## config.mk

```make
export PLATFORM = sky130hd
export DESIGN_NAME = regs_wr_arbiter
export DESIGN_NICKNAME = d
export VERILOG_FILES = /design/src/rtl/regs_wr_arbiter.sv
export SDC_FILE = /design/constraint.sdc
export NUM_CORES = 1
export LEC_CHECK = 0
export CAP_MARGIN = 30
export CORE_MARGIN = 2
export CORE_UTILIZATION = 50
export DETAILED_ROUTE_END_ITERATION = 8
export PLACE_DENSITY = 0.92
export SLEW_MARGIN = 20
export SYNTH_ARGS = -nofsm -noshare
export SYNTH_HDL_FRONTEND = slang
export SYNTH_SLANG_ARGS = --single-unit
```

## constraint.sdc

```tcl
create_clock -name clk_in -period 2.3 [get_ports clk_in]
set_input_delay 0.345 -clock clk_in [delete_from_list [all_inputs] [get_ports clk_in]]
set_output_delay 0.345 -clock clk_in [all_outputs]
set_load 0.05 [all_outputs]
```

## src/rtl/regs_wr_arbiter.sv

```systemverilog
// Arbitrates ALU writeback and load return onto one register-file write port.
// Each requester has a one-entry slot; the older slot wins, and ties go round-robin.
module regs_wr_arbiter #(
  parameter int DATA_WIDTH     = 16,
  parameter int REG_ADDR_WIDTH = 4
) (
  input  logic                      clk_in,
  input  logic                      RST,
  input  logic                      wb_valid,
  input  logic [REG_ADDR_WIDTH-1:0] wb_addr,
  input  logic [DATA_WIDTH-1:0]     wb_data,
  output logic                      wb_ready,
  input  logic                      ld_valid,
  input  logic [REG_ADDR_WIDTH-1:0] ld_addr,
  input  logic [DATA_WIDTH-1:0]     ld_data,
  output logic                      ld_ready,
  input  logic [REG_ADDR_WIDTH-1:0] rd_addr1,
  input  logic [REG_ADDR_WIDTH-1:0] rd_addr2,
  output logic [REG_ADDR_WIDTH-1:0] reg_addr,
  output logic [DATA_WIDTH-1:0]     reg_data,
  output logic                      reg_en,
  output logic                      stall
);

  logic                      r_wb_full;
  logic                      r_wb_old;
  logic [REG_ADDR_WIDTH-1:0] r_wb_addr;
  logic [DATA_WIDTH-1:0]     r_wb_data;
  logic                      r_ld_full;
  logic                      r_ld_old;
  logic [REG_ADDR_WIDTH-1:0] r_ld_addr;
  logic [DATA_WIDTH-1:0]     r_ld_data;
  logic                      r_rr;  // 0 = wb next on a tie, 1 = ld next
  logic [REG_ADDR_WIDTH-1:0] r_reg_addr;
  logic [DATA_WIDTH-1:0]     r_reg_data;
  logic                      r_reg_en;

  logic w_grant_wb;
  logic w_grant_ld;
  logic w_addr_eq;
  logic w_same_age;
  logic w_wb_load;
  logic w_ld_load;
  logic w_wb_hit;
  logic w_ld_hit;
  logic w_out_hit;

  assign w_addr_eq  = (r_wb_addr == r_ld_addr);
  assign w_same_age = (r_wb_old == r_ld_old);

  // Equal addresses on a tie: wb first so the load value is the one left in the file.
  always_comb begin
    w_grant_wb = 1'b0;
    w_grant_ld = 1'b0;
    if (r_wb_full && !r_ld_full) begin
      w_grant_wb = 1'b1;
    end else if (!r_wb_full && r_ld_full) begin
      w_grant_ld = 1'b1;
    end else if (r_wb_full && r_ld_full) begin
      if (!w_same_age) begin
        w_grant_wb = r_wb_old;
        w_grant_ld = r_ld_old;
      end else if (w_addr_eq || !r_rr) begin
        w_grant_wb = 1'b1;
      end else begin
        w_grant_ld = 1'b1;
      end
    end
  end

  assign wb_ready  = RST & (!r_wb_full | w_grant_wb);
  assign ld_ready  = RST & (!r_ld_full | w_grant_ld);
  assign w_wb_load = wb_valid & wb_ready;
  assign w_ld_load = ld_valid & ld_ready;

  always_ff @(posedge clk_in or negedge RST) begin
    if (!RST) begin
      r_wb_full <= 1'b0;
      r_wb_old  <= 1'b0;
      r_wb_addr <= '0;
      r_wb_data <= '0;
    end else if (w_wb_load) begin
      r_wb_full <= 1'b1;
      r_wb_old  <= 1'b0;
      r_wb_addr <= wb_addr;
      r_wb_data <= wb_data;
    end else if (w_grant_wb) begin
      r_wb_full <= 1'b0;
      r_wb_old  <= 1'b0;
    end else if (r_wb_full && w_ld_load) begin
      r_wb_old  <= 1'b1;
    end
  end

  always_ff @(posedge clk_in or negedge RST) begin
    if (!RST) begin
      r_ld_full <= 1'b0;
      r_ld_old  <= 1'b0;
      r_ld_addr <= '0;
      r_ld_data <= '0;
    end else if (w_ld_load) begin
      r_ld_full <= 1'b1;
      r_ld_old  <= 1'b0;
      r_ld_addr <= ld_addr;
      r_ld_data <= ld_data;
    end else if (w_grant_ld) begin
      r_ld_full <= 1'b0;
      r_ld_old  <= 1'b0;
    end else if (r_ld_full && w_wb_load) begin
      r_ld_old  <= 1'b1;
    end
  end

  // Pointer always moves to the requester that was not just served.
  always_ff @(posedge clk_in or negedge RST) begin
    if (!RST) begin
      r_rr       <= 1'b0;
      r_reg_en   <= 1'b0;
      r_reg_addr <= '0;
      r_reg_data <= '0;
    end else begin
      r_reg_en <= w_grant_wb | w_grant_ld;
      if (w_grant_wb) begin
        r_rr       <= 1'b1;
        r_reg_addr <= r_wb_addr;
        r_reg_data <= r_wb_data;
      end else if (w_grant_ld) begin
        r_rr       <= 1'b0;
        r_reg_addr <= r_ld_addr;
        r_reg_data <= r_ld_data;
      end
    end
  end

  assign w_wb_hit  = r_wb_full & ((r_wb_addr == rd_addr1) | (r_wb_addr == rd_addr2));
  assign w_ld_hit  = r_ld_full & ((r_ld_addr == rd_addr1) | (r_ld_addr == rd_addr2));
  assign w_out_hit = r_reg_en & ((r_reg_addr == rd_addr1) | (r_reg_addr == rd_addr2));
  assign stall     = RST & (w_wb_hit | w_ld_hit | w_out_hit);

  assign reg_addr = r_reg_addr;
  assign reg_data = r_reg_data;
  assign reg_en   = r_reg_en;

endmodule

```

* Word-level counts from Yosys, hierarchy flattened *
Cells that the tools add are included.

storage, ports and cells
  bits in registers = 66
  logic and storage cells = 75
  bits of input ports = 52
  output and inout port bits = 24

cells by class
  multiplexer cells = 25
  bitwise operators = 16
  reductions and logical operators = 14
  eq/ne operators = 8

operator list
  operator             count
  16-bit 2-to-1 mux    2
  4-bit equality test  7
  1-bit 2-to-1 mux     21
  1-bit AND            8
  4-bit 2-to-1 mux     2
  1-bit bitwise OR     8
  2-bit nonzero test   3
  3-bit nonzero test   2
  1-bit logical AND    5
  1-bit zero test      3
  1-bit equality test  1
  1-bit logical OR     1

* Longest topological paths before layout *
  depth after elaboration = 14
  depth in mapped cells = 8
  gate-level depth less buffers = 5

* Least setup slack after synthesis *
OpenSTA, ideal clock, no wires.

  path kind = register -> output
  start = register r_wb_full
  end = output stall
  buffers on the path = 3
  data required time = 1955 ps
  data arrival time = 2168 ps
  cell stages (with the launch flop) = 6
  path slack = -213 ps
  cells stage by stage = dfrtp_1 clkbuf_1 clkbuf_1 clkbuf_1 o21ai_0 a31oi_1

on the way
  cells in the longest elaborated chain, start to end = 4

ends and longest elaborated chain
  item                            RTL line  RTL
  from (decl)                     25        logic r_wb_full;
  from (signal assigned)          78        r_wb_full <= 1'b0;
  from (signal assigned)          83        r_wb_full <= 1'b1;
  from (signal assigned)          88        r_wb_full <= 1'b0;
  1-bit AND                       135       assign w_wb_hit = r_wb_full & ((r_wb_addr == rd_addr1) | (r_wb_addr == rd_addr2));
  1-bit bitwise OR (2 in series)  138       assign stall = RST & (w_wb_hit | w_ld_hit | w_out_hit);
  1-bit AND                       138
  to (decl)                       22        output logic stall

No other way between the ends.

* Worst setup path in the final report *
  start = input rd_addr1[1]
  end = output stall

on the way
  cells in the longest elaborated chain, start to end = 6
  elaborated cells on any way between the ends = 12
  classes of those cells = 3 x eq/ne; 9 x bitwise

ends and longest elaborated chain
  item                                    RTL line  RTL
  from (decl)                             17        input logic [REG_ADDR_WIDTH-1:0] rd_addr1,
  4-bit equality test (on tied branches)  135, 136
  1-bit bitwise OR (on tied branches)     135, 136
  1-bit AND (on tied branches)            135, 136
  1-bit bitwise OR                        138
  1-bit bitwise OR *                      138
  1-bit AND *                             138

Mark *: on every way between the ends. The rest lies on a longest branch, timed or not.

==> out/results.ini <==
[run_status]
status = completed

[placement]
dpl_cell_area_um2 = 4180
dp_hpwl_um = 5240
routabilityCongestion = 0.900
pre_cts_slack_ns = -0.0413
portBuffers = 75

[grt]
grt_overflow = 0
grtUsageTotal_pct = 22.2
grt_pass1_vias = 2633
antenna_found_initial = 0
grt_max_degree = 63
grt_pass1_wl_um = 12500

[setup_path]
critical_path_arrival_ns = 1.91
cp_slowest_cell = clkdlybuf4s50_1
critPathMaxFanout = 3
r2r_start = r_ld_addr[1]
crit_buf_inv = 2
crit_chain = clkdlybuf4s50_1 > xor2_1 > nor4_2 > o21ai_1 > a31oi_2 > buf_12
endpoint_kind = output pin
cp-start-kind = primary input
critPathTopFamily = buffers and inverters
path_class = primary input to output pin
critPathMaxStageDelay_ns = 0.48
reg2reg_slack_ns = 0.21
critPathRequiredTime_ns = 1.96
crit_path_start = rd_addr1[1]

[timing]
timing.final.ws_setup_ns = 0.0436
hold_violations = 0
fin_crit_sh_pct = 98.1
finalSetupViolCount = 0
whs_ns = 0.399
drv_slew = 0
skew_ns = 0.00510
rsz0062_at_grt = false
slew-limit-headroom_pct = 48.9
tns_ns = 0
worst_pin_slew_ns = 0.767
fmax_mhz = 443
period_minus_slack_ns = 2.26

[floorplan]
initial_core_util_pct = 52.3
die_x_um = 85.9
rows = 29
num_io_pins = 76
die-area_um2 = 7380
fp.dieH_um = 85.9
core_um2 = 6420

[synthesis]
yosys_warnings = 0
ys_seq_area_share_pct = 49.2
synth.most_common_cell = dfrtp_1
synth_top_area_share_pct = 49.2
avgSynthCellArea_um2 = 12.1
synthArstFlopShare_pct = 100
muxShareOfSynthArea_pct = 21.4
synth_fa_ha_area_share_pct = 0.298
ys_ff_latch = 66
synthCells = 278
synthSimpleGateAreaFrac_pct = 7.46
synth_ff_type = dfrtp_1
synth_edf_count = 0
synth_top_family_by_area = multiplexers
synth_compound_area_share_pct = 10.5
yosys.area.top_type = dfrtp_1
yosys-top-cells-area = dfrtp_1, mux2_4, mux2_2
synth_area_um2 = 3360
ys_types = 33
synthXorXnorAreaFrac_pct = 7.31
syn-num-nets = 330
yosys-top-cells-count = dfrtp_1, xor2_1, a21oi_1, mux2_2

[pwr]
vdd_drop_max_mv = 0.536
power.leakage_uw = 0.00202
power.density_nw_per_um2 = 922

[layout]
area.growth.synth_to_final_pct = 33.0
post-route-util_pct = 69.5
fin_area_um2 = 4460
fin_nets = 406
diodes = 0
drive_gt1_share_pct = 22.9

[clocking]
clock_latency_ns = 0.33
cts_buffer_depth = 2
cts-root-buf = clkbuf_8
cts_tree = yes
clk_pin_slew_ns = 0.07
cts_sinks = 66
cts-buffers-inserted = 9
htree_levels = 3

[flow_run]
cap_viol_max_count = 0

[min_path]
min_path_type = primary input to asynchronous set/reset pin

[routing]
viasPerCell = 5.64
drc_errors = 0
wire_per_inst_um = 18.2
firstDrtPassIters = 4
initialDrtViolationCount = 139
wirelength_um = 7900
via_count = 2452
drtAntennaViolNets = 0

## layout by cell type (no fill, tap or decap), types with 3 or more instances in the layout
cell	count
mux2_4	18
nand2_1	3
xnor2_1	3
nor2_1	5
inv_1	4
a211oi_1	20
mux2_2	22
a21oi_1	22
nor4_1	4
mux2i_1	20
dfrtp_2	4
clkbuf_8	14
xor2_1	24
nor2b_1	20
clkdlybuf4s50_1	67
buf_4	11
dfrtp_1	62
dlymetal6s2s_1	4
## cells by family after synthesis
group                    after synthesis
XOR/XNOR                              28
adder cells (fa/ha/maj)                1
AO/OA/AOI/OAI                         55
flip-flops                            66
AND/OR/NAND/NOR                       43
buffers and inverters                 25
multiplexers                          60
## cell type report
type	count	area [µm²]
inverters	4	15.0
well taps	77	96.3
multi-input cells	187	1610
clock buffers	14	193
flip-flops and latches	66	1660
clock inverters	1	30.0
fillers	450	1960
repair buffers	86	858
## through the flow
| step | std cells | power [µW] |
|---|---|---|
| 3_3_place_gp | 417 | 2970 |
| 4_1_cts | 433 | 4110 |
| 6_report | 435 | 4120 |
| 2_1_floorplan | 278 | 2530 |
| 5_1_grt | 435 | 4290 |
| 3_5_place_dp | 417 | 3030 |
## power breakdown
group | leakage (µW) | internal (µW) | switching [µW]
logic | 0.00114 | 658 | 788
registers | 0.000773 | 1400 | 215
clock network | 0.000115 | 644 | 416
## registers in the layout, indices dropped and copies added (netlist names)
signal     flops
r_wb_full      1
r_wb_addr      4
reg_en         1
reg_data      16
r_ld_full      1
r_wb_old       1
r_ld_addr      4
r_ld_old       1
r_ld_data     16
r_wb_data     16
r_rr           1
reg_addr       4
## metal layers
layer | track usage (%) | share of wire (%) | vias up
li1 | - | - | 1140
met5 | 0 | 0 | -
met1 | 26.1 | 42 | 1230
met3 | 4.62 | 3.1 | 16
met2 | 38.5 | 52 | 66
met4 | 11.1 | 2.5 | 0
## path summary, 6_finish.rpt
kind / end / cells after the start
worst max-delay path: stall / 6
worst min-delay path: r_ld_full / 2
worst max register to register: r_wb_data[6] / 4
worst min register to register: r_ld_data[1] / 1
max in group asynchronous: reg_addr[0] / 3
min in group clk_in: r_ld_data[1] / 1
## repair_timing
item | in CTS | in global routing
pin swaps | 2 | 6
endpoints found under the setup margin | 2 | 2
hold endpoints to repair | 4 | 0
gates resized for setup | 3 | 12
hold buffers | 1 | 0
buffers inserted | 0 | 2
(Power assumes the default switching activity.)
